===== config.mk =====
export PLATFORM = sky130hd
export DESIGN_NAME = frame_strobe_ctrl
export DESIGN_NICKNAME = d
export VERILOG_FILES = /design/src/rtl/frame_strobe_ctrl.sv
export SDC_FILE = /design/constraint.sdc
export NUM_CORES = 1
export LEC_CHECK = 0
export CORE_ASPECT_RATIO = 0.9
export CORE_MARGIN = 2
export CORE_UTILIZATION = 41
export CTS_CLUSTER_SIZE = 14
export DETAILED_ROUTE_END_ITERATION = 16
export HOLD_SLACK_MARGIN = 0.02
export PLACE_DENSITY = 0.76
export RECOVER_POWER = 50
export SYNTH_ARGS = -nofsm -noshare
export SYNTH_HDL_FRONTEND = slang
export SYNTH_SLANG_ARGS = --single-unit

===== constraint.sdc =====
create_clock -name UserCLK -period 2 [get_ports UserCLK]
set_input_delay 0.2 -clock UserCLK [delete_from_list [all_inputs] [get_ports UserCLK]]
set_output_delay 0.2 -clock UserCLK [all_outputs]
set_load 0.005 [all_outputs]

===== src/rtl/frame_strobe_ctrl.sv =====
// Frame write controller: presents one data word to a tile column and pulses
// the addressed frame strobe with programmable setup, strobe and hold phases.
module frame_strobe_ctrl #(
   parameter int MaxFramesPerCol = 20,
   parameter int FrameBitsPerRow = 32,
   parameter int SetupCycles     = 2,
   parameter int StrobeCycles    = 1,
   parameter int HoldCycles      = 1
) (
   input  logic                       UserCLK,
   input  logic                       Reset,
   input  logic                       req_valid,
   output logic                       req_ready,
   input  logic [4:0]                 req_frame,
   input  logic [FrameBitsPerRow-1:0] req_data,
   output logic [FrameBitsPerRow-1:0] FrameData,
   output logic [MaxFramesPerCol-1:0] FrameStrobe,
   output logic                       busy,
   output logic                       done,
   output logic                       err,
   output logic [1:0]                 state_dbg
);

   // Handshake: a request transfers on a rising edge where req_valid and
   // req_ready are both high; req_ready is high only in IDLE and never in reset.

   typedef enum logic [1:0] {
      IDLE   = 2'd0,
      SETUP  = 2'd1,
      STROBE = 2'd2,
      HOLD   = 2'd3
   } state_t;

   state_t                     state;
   logic [7:0]                 cnt;
   logic [4:0]                 frame_q;
   logic                       accept;
   logic                       frame_ok;
   logic [MaxFramesPerCol-1:0] strobe_vec;

   assign req_ready = (state == IDLE) && !Reset;
   assign accept    = req_valid && req_ready;
   assign frame_ok  = 32'(req_frame) < 32'(MaxFramesPerCol);
   assign busy      = (state != IDLE);
   assign state_dbg = state;

   always_comb begin
      strobe_vec = '0;
      for (int i = 0; i < MaxFramesPerCol; i++) begin
         strobe_vec[i] = (32'(frame_q) == 32'(i));
      end
   end

   // Each phase loads cnt with its length minus one and leaves when it hits 0.
   always_ff @(posedge UserCLK or posedge Reset) begin
      if (Reset) begin
         state       <= IDLE;
         cnt         <= 8'd0;
         frame_q     <= 5'd0;
         FrameData   <= '0;
         FrameStrobe <= '0;
         done        <= 1'b0;
         err         <= 1'b0;
      end else begin
         done <= 1'b0;
         err  <= 1'b0;
         case (state)
            IDLE: begin
               if (accept) begin
                  if (frame_ok) begin
                     FrameData <= req_data;
                     frame_q   <= req_frame;
                     cnt       <= 8'(SetupCycles - 1);
                     state     <= SETUP;
                  end else begin
                     err <= 1'b1;
                  end
               end
            end
            SETUP: begin
               if (cnt == 8'd0) begin
                  FrameStrobe <= strobe_vec;
                  cnt         <= 8'(StrobeCycles - 1);
                  state       <= STROBE;
               end else begin
                  cnt <= cnt - 8'd1;
               end
            end
            STROBE: begin
               if (cnt == 8'd0) begin
                  FrameStrobe <= '0;
                  cnt         <= 8'(HoldCycles - 1);
                  state       <= HOLD;
               end else begin
                  cnt <= cnt - 8'd1;
               end
            end
            HOLD: begin
               if (cnt == 8'd0) begin
                  done  <= 1'b1;
                  state <= IDLE;
               end else begin
                  cnt <= cnt - 8'd1;
               end
            end
            default: begin
               FrameStrobe <= '0;
               cnt         <= 8'd0;
               state       <= IDLE;
            end
         endcase
      end
   end

endmodule


==> metrics.txt, run 1 <==
final period utilization 0.943; most common cell after layout, fill and taps aside dfrtp_1; Synth area leader dfrtp_1; Syn Nets 282; CP arrival 2110 ps; worst r2r src cnt[0]; top cell type's share of synthesized area 0.578; Crit. End Element flip-flop; Avg Cell Area, Syn 12.7 um2; initial core utilization 0.424; Avg WL per Cell 14.5 um; vias 2212; Hold Crit Class in -> reg; layout cell share with drive strength beyond 1 0.141; fin worst setup slack 114 ps; Synth area leaders dfrtp_1, mux2_1, nand2_1; I/O pin cnt 98; Max Root-Sink Buffers 2; Crit path required time 2220 ps; Unique masters post-synth 40; RSZ-0062 raised after global routing false; vias in the first global route 2238; dominant synthesized flop cell dfrtp_1; Root Driver clkbuf_8; static leakage power 2.07 nW; Via density 5.03; design area 0.00438 mm2; wl on met1 2860 um; most frequent cells in the layout dfrtp_1, clkdlybuf4s50_1, nand2_1; Placed Area 0.00413 mm2; Total Power 2.96 mW; clock power share 0.455; Mapped Cells 235; ANT cells 0; chip height 85.0 um; H-tree depth 3; status completed; grt total ovfl 0; HPWL after detailed placement 4640 um; Post-Place Setup Slack 117 ps; P&R area growth vs syn 46.7%; R2R cell count 6; Residual DRC 0; Core ar. 0.00704 mm2; crit path launch type flip-flop; initial antenna violation count 0; Warnings, synthesis 0; internal power 2.36 mW; drt first pass iters 4; Clk pin slew, worst setup/hold paths 80 ps; cell area after synthesis 0.00299 mm2; fmax 530 MHz; largest net degree at the start of global routing 48; NetSw 0.604 mW; Sequential Power Share 0.485; utilization after layout 0.622; clk_lat worst skew 330 ps; RR Endpoint FrameStrobe[16]; final hold viol count 0; CP Class reg -> reg; nets 390; Port Buf Inserts 97; Rows 29; critical-path cell list inv_1 -> ha_1 -> nor4b_4 -> o211ai_2 -> buf_12 -> o41ai_2; first-pass GRT wire length 10700 um; share of flip-flops with an asynchronous set or reset 1.00; worst stage delay on the critical path 420 ps; Routed Antenna Nets 0; Critical Path End FrameStrobe[16]; die width 94.0 um; slowest cell on the critical path dfrtp_1; RD Place Congestion 0.860; Combinational Power Share 0.061; sequential area share after synthesis 0.578; initial DRC count 77; maxcap violations 0; final setup fails 0; routed wl met2 2810 um; TNS Setup 0 ps; total CTS buffers 9; critical path peak fanout 40; WL met3 653 um; fin. max-slew vios 0; CTS tree yes; Max IR drop VDD 0.000536 V; final WL 6380 um; CTS Sinks 69; Setup Skew 5.15 ps; sw frac 0.204; beginning of the critical path cnt[0]; uppermost routed layer met4; P per Cell Area 675 mW/mm2; relative max-transition margin 0.254; Period minus WS final 1890 ps; Slew @ Worst Pin 1120 ps; Post-synth EDFFs 0; die area 0.00798 mm2; setup slack, reg-to-reg 110 ps; Seq cells post-synth 69; GRT Total Usage 0.172
## worst min-delay path by stage
| stage | from | endpoint | slack [ps] | depth (start not counted) |
|---|---|---|---|---|
| global placement | FrameStrobe[15] | FrameStrobe[15] | 460 | 2 |
| CTS | Reset | FrameData[22] | 410 | 3 |
| finish | req_data[7] | FrameData[7] | 460 | 2 |
| floorplan | req_data[0] | FrameData[0] | 330 | 1 |
| detailed placement | FrameStrobe[1] | FrameStrobe[1] | 470 | 2 |
| global route | req_data[31] | FrameData[31] | 440 | 2 |
## what timing repair did
item                                   CTS  global route
setup endpoints to repair                2             1
buffers inserted                         2             0
endpoints found under the hold margin    0             0
hold buffers                             0             0
resized for setup                        5             2
## metrics by stage
step / hold WS [ps] / instances
finish: 456 / 440
global route: 441 / 440
CTS: 406 / 440
detailed placement: 466 / 423
global placement: 464 / 423
floorplan: 332 / 235
## flip-flops by register name, summed over array words and instances, names as in the netlist
signal	flops
FrameStrobe	20
err	1
cnt	8
state_dbg	2
frame_q	5
done	1
FrameData	32
## per-layer routing
layer / global-route usage / vias up
met5: 0 / -
met4: 0.0395 / 0
met3: 0.0817 / 4
met2: 0.262 / 94
met1: 0.226 / 1063
li1: - / 1051
## critical path, delay by kind of cell, from the launching register on
kind,cells,cell delay (ps)
DFF,1,420
adders and majority gates,1,160
and+or+nand+nor,1,350
AOI/OAI and AO/OA,2,500
buffers and inverters,2,340
## cell families (layout without fill, tap and decap cells)
family,after synthesis,count (layout),share of synthesized area
mux,38,38,0.143
fa+ha+maj,7,7,0.0293
xor+xnor,1,1,0.00293
buf+inv,18,130,0.0256
compound gates,45,45,0.124
simple gates,57,57,0.0972
flops,69,69,0.578
## synth_stat cells (all sizes together) (2+ instances only)
cell / instances
a21o: 2
a21oi: 3
a31oi: 5
buf: 7
clkbuf: 2
dfrtp: 69
ha: 7
inv: 9
mux2: 37
nand2: 30
nand2b: 2
nand3: 4
nand3b: 3
nor2: 11
o21ai: 6
o31a: 2
o31ai: 15
o41ai: 5
or3: 2
## layout make-up
class,instances,area [um2]
clock buffers,9,124
clock inverters,6,111
fillers,584,2660
inverters,9,35.0
multi-input cells,148,1210
flip-flops and latches,69,1730
well taps,93,116
repair buffers,106,1060
## power by group through the flow
stage / registers, mW / logic (mW) / clock network, mW
5_1_grt: 1.44 / 0.199 / 1.46
3_5_place_dp: 1.46 / 0.192 / 0
3_3_place_gp: 1.46 / 0.189 / 0
2_1_floorplan: 1.46 / 0.0536 / 0
6_report: 1.43 / 0.180 / 1.35
4_1_cts: 1.43 / 0.193 / 1.39
Power figures use the tool's default switching activity.
==> run 2: changes to the inputs <==
--- a/config.mk
+++ b/config.mk
@@ -7,11 +7,12 @@
 export LEC_CHECK = 0
 export CORE_ASPECT_RATIO = 0.9
 export CORE_MARGIN = 2
-export CORE_UTILIZATION = 41
+export CORE_UTILIZATION = 45
 export CTS_CLUSTER_SIZE = 14
 export DETAILED_ROUTE_END_ITERATION = 16
+export DONT_BUFFER_PORTS = 1
 export HOLD_SLACK_MARGIN = 0.02
-export PLACE_DENSITY = 0.76
+export PLACE_DENSITY = 0.7
 export RECOVER_POWER = 50
 export SYNTH_ARGS = -nofsm -noshare
 export SYNTH_HDL_FRONTEND = slang
==> run 2 against run 1 <==
Sequential power hardly changed. Routed wire length is 0.36% lower. Cell count is 14% lower. Sequential share of layout area is 6.7 points higher. Core utilization is 4.8 points lower. Non-clock buffer count is 59 lower. Global-route usage is 1.6 points higher. Design area is 15% lower. Critical path type unchanged. Largest power group unchanged.
==> metrics.txt, run 2 (synthesis results as in run 1) <==
RD Place Congestion 0.782; Setup Skew 13.1 ps; Max Root-Sink Buffers 2; Clk pin slew, worst setup/hold paths 70 ps; vias 2028; final period utilization 0.939; initial DRC count 100; I/O pin cnt 98; maxcap violations 0; initial core utilization 0.458; crit path launch type flip-flop; CP Class reg -> reg; WP depth 6; placed insts 321; max FFs per register 32; relative max-transition margin 0.465; final hold viol count 0; clk_lat worst skew 340 ps; die area 0.00731 mm2; Residual DRC 0; worst hold stages 3; layout cell share with drive strength beyond 1 0.170; most common cell after layout, fill and taps aside dfrtp_1; nets 331; Avg WL per Cell 16.8 um; status completed; static leakage power 1.76 nW; HPWL after detailed placement 4090 um; area used by multi-input combinational logic 0.00120 mm2; Critical path buffers and inverters 1; fin worst setup slack 122 ps; Period minus WS final 1880 ps; first-pass GRT wire length 10600 um; fmax 532 MHz; most frequent cells in the layout dfrtp_1, dlygate4sd3_1, nand2_1; H-tree depth 3; total CTS buffers 9; CP arrival 2100 ps; vias in the first global route 2072; initial antenna violation count 0; Max IR drop VDD 0.000438 V; drt first pass iters 4; R2R cell count 6; Post-Place Setup Slack 38.7 ps; Hold Slack 45.1 ps; largest net degree at the start of global routing 61; Hold Crit Class in -> reg; final setup fails 0; Most flops, register FrameData; Routed Antenna Nets 0; P&R area growth vs syn 25.3%; Total Power 2.65 mW; Regs by FF count FrameData (32), FrameStrobe (20), cnt (8); worst stage delay on the critical path 430 ps; Core ar. 0.00652 mm2; critical-path cell list inv_2 -> ha_1 -> nor4b_4 -> nand2_1 -> a21oi_2 -> mux2_2; # fillers 563; register area 0.00173 mm2; grt total ovfl 0; GRT Total Usage 0.189; CTS Sinks 69; Crit path required time 2220 ps; Post-Layout Cell Count 378; critical path peak fanout 6; Rows 28; final WL 6360 um; fin. max-slew vios 0; chip height 81.3 um; slowest cell on the critical path dfrtp_1; die width 89.9 um; Port Buf Inserts 0; Via density 5.37; Root Driver clkbuf_8; Crit. End Element flip-flop; P per Cell Area 709 mW/mm2; CTS tree yes; delay-heaviest family, CP simple AND/OR/NAND/NOR gates; Slew @ Worst Pin 802 ps; ANT cells 0
-- run 2: cell count changes in the layout (fill, tap and decap cells not counted), sizes merged, moves of 2 or more --
cell	previous run	this run
bufinv	3	1
clkinv	1	4
dlygate4sd3	29	39
clkdlybuf4s50	66	0
-- run 2: final cells by class --
| cell class | instances | share of cell area |
|---|---|---|
| clock buffers | 9 | 0.0331 |
| repair buffers | 47 | 0.127 |
| multi-input cells | 148 | 0.322 |
| flip-flops and latches | 69 | 0.461 |
| clock inverters | 6 | 0.0174 |
| inverters | 9 | 0.00936 |
| well taps | 90 | 0.0301 |
-- run 2: layer usage --
layer / vias up / global-route usage / wire (um)
met2: 72 / 0.328 / 3220
met4: 0 / 0.0862 / 116
met1: 998 / 0.212 / 2630
met3: 12 / 0.0705 / 389
met5: - / 0 / 0
li1: 946 / - / -
-- run 2: worst paths after layout --
check | start | slack, ps | endpoint
min in group asynchronous | Reset | 330 | FrameData[4]
hold / removal | Reset | 50 | err
hold reg to reg | cnt[6] | 500 | cnt[6]
max in group asynchronous | Reset | 480 | cnt[3]
setup / recovery | cnt[0] | 120 | state_dbg[1]
setup reg to reg | cnt[0] | 120 | state_dbg[1]
-- run 2: what timing repair did --
item / CTS / global route
resized for setup: 0 / 3
setup buffers: 0 / 3
endpoints found under the setup margin: 0 / 41
hold buffers: 39 / 0
hold endpoints to repair: 47 / 0
-- run 2: metrics by stage --
stage / area [um2] / TNS [ps] / utilization
5_1_grt: 3740 / -19.1 / 0.574
4_1_cts: 3720 / 0 / 0.570
6_report: 3740 / 0 / 0.574
3_3_place_gp: 3140 / 0 / 0.482
3_5_place_dp: 3140 / 0 / 0.482
2_1_floorplan: 3010 / -111 / -
-- run 2: worst register-to-register path, cell delays in order, from the launching register on --
cell,delay (ps)
dfrtp_1,430
inv_2,100
ha_1,160
nor4b_4,360
nand2_1,160
a21oi_2,220
mux2_2,350
-- run 2: where the power goes --
| group | switching [mW] | internal, mW |
|---|---|---|
| Combinational | 0.0557 | 0.0687 |
| Sequential | 0.0224 | 1.42 |
| Clock | 0.521 | 0.568 |
| Total | 0.599 | 2.06 |
==> run 3: changes to the inputs <==
--- a/config.mk
+++ b/config.mk
@@ -5,7 +5,6 @@
 export SDC_FILE = /design/constraint.sdc
 export NUM_CORES = 1
 export LEC_CHECK = 0
-export CORE_ASPECT_RATIO = 0.9
 export CORE_MARGIN = 2
 export CORE_UTILIZATION = 45
 export CTS_CLUSTER_SIZE = 14
==> run 3 against run 2 <==
The flow now finishes with violations (capacitance limit, slew limit). Core utilization is 1.2 points higher. Clock power is 9% higher. Sequential cell count stayed put. Critical path depth stayed put. Sequential power hardly changed. Highest routed layer unchanged. Routed wire length is 0.36% lower. Largest power group unchanged. Register-to-register slack better by 30 ps. Sequential share of layout area hardly changed. Fmax is 1.5% higher. Clock skew is 5.3 ps lower. Hold slack better by 73 ps.
==> metrics.txt, run 3 (synthesis results as in run 1) <==
vias 2036; Via density 5.53; GRT Total Usage 0.181; CTS Sinks 69; critical path peak fanout 40; final setup fails 0; P&R area growth vs syn 25.3%; design area 0.00374 mm2; status complete, but fails checks; die width 85.5 um; Hold Crit Class in -> reg; Period minus WS final 1850 ps; TNS Setup 0 ps; ANT cells 0; Port Buf Inserts 0; Root Driver clkbuf_8; P per Cell Area 735 mW/mm2; nets 333; final WL 6330 um; Max Root-Sink Buffers 2; Crit. End Element flip-flop; vias in the first global route 2065; final period utilization 0.925; Placed Area 0.00314 mm2; die area 0.00730 mm2; most frequent cells in the layout dfrtp_1, dlygate4sd3_1, nand2_1; Max IR drop VDD 0.000547 V; RR Endpoint FrameStrobe[12]; Clk pin slew, worst setup/hold paths 70 ps; Critical Path End FrameStrobe[12]; Routed Antenna Nets 0; fmax 540 MHz; CP arrival 2090 ps; fin. max-slew vios 70; drt first pass iters 4; layout cell share with drive strength beyond 1 0.168; relative max-transition margin -0.106; initial core utilization 0.468; static leakage power 1.78 nW; Avg WL per Cell 17.2 um; CP Class reg -> reg; total CTS buffers 9; beginning of the critical path cnt[0]; clk_lat worst skew 340 ps; most common cell after layout, fill and taps aside dfrtp_1; Setup Skew 7.75 ps; initial DRC count 71; # fillers 530; Slew @ Worst Pin 1660 ps; HPWL after detailed placement 4090 um; CTS tree yes; largest net degree at the start of global routing 70; initial antenna violation count 0; grt total ovfl 0; worst stage delay on the critical path 420 ps; Most flops, register FrameData; maxcap violations 1; crit path launch type flip-flop; Residual DRC 0; setup slack, reg-to-reg 150 ps; final hold viol count 0; Rows 29; first-pass GRT wire length 10200 um; slowest cell on the critical path dfrtp_1; R2R cell count 6; max FFs per register 32; H-tree depth 3; critical-path cell list inv_1 -> ha_1 -> nor4b_4 -> o211ai_2 -> buf_12 -> o41ai_2; failing checks capacitance limit, slew limit; chip height 85.5 um; worst r2r src cnt[0]; I/O pin cnt 98; Core ar. 0.00639 mm2; RD Place Congestion 0.904; RSZ-0062 raised after global routing false; Crit path required time 2240 ps; Regs by FF count FrameData (32), FrameStrobe (20), cnt (8)
run 3: layout make-up:
type | instances | area, um2 | area share
multi-input cells | 148 | 1200 | 0.321
repair buffers | 49 | 477 | 0.127
clock buffers | 12 | 135 | 0.0361
well taps | 77 | 96.3 | 0.0257
flip-flops and latches | 69 | 1730 | 0.461
inverters | 9 | 35.0 | 0.00936
clock inverters | 4 | 72.6 | 0.0194
run 3: where the power goes:
group / internal, mW / total [mW] / switching, mW / leakage (nW)
Combinational: 0.0667 / 0.121 / 0.0538 / 0.759
Sequential: 1.42 / 1.44 / 0.0221 / 0.918
Clock: 0.702 / 1.19 / 0.487 / 0.101
run 3: stage by stage:
step                      utilization  std cells  setup slack [ps]  hold WS, ps  power (mW)
after floorplan                     -        235             -92.0          332        1.51
after global placement          0.492        312               151          332        1.53
after detailed placement        0.492        312              83.8          336        1.53
after CTS                       0.584        366              83.1         85.8        2.80
after global routing            0.586        368              24.5          115        2.87
final                           0.586        368               150          119        2.75
run 3: worst min path at each step:
| stage | from | end | slack (ps) | cells past startpoint |
|---|---|---|---|---|
| 2_1_floorplan | req_data[0] | FrameData[0] | 330 | 1 |
| 3_3_place_gp | req_data[2] | FrameData[2] | 330 | 1 |
| 3_5_place_dp | req_frame[0] | frame_q[0] | 340 | 1 |
| 4_1_cts | Reset | cnt[2] | 90 | 2 |
| 5_1_grt | req_valid | cnt[2] | 120 | 2 |
| 6_report | req_valid | cnt[2] | 120 | 2 |
run 3: worst max-delay path, delay by kind of cell, from the launching register on:
family	cells	cell delay, ps
AOI/OAI and AO/OA	2	470
adders and majority gates	1	160
buffers and inverters	2	350
DFF	1	420
and+or+nand+nor	1	340
run 3: what timing repair did:
action	CTS	global route
setup buffers	0	2
endpoints found under the hold margin	38	0
resized for setup	0	2
hold buffers	38	0
setup endpoints to repair	0	20
run 3: per-layer routing:
layer | vias up | wire [um] | GRT usage
met3 | 9 | 642 | 0.0934
li1 | 943 | - | -
met5 | - | 0 | 0
met4 | 0 | 84 | 0.0606
met2 | 77 | 3130 | 0.288
met1 | 1007 | 2470 | 0.211
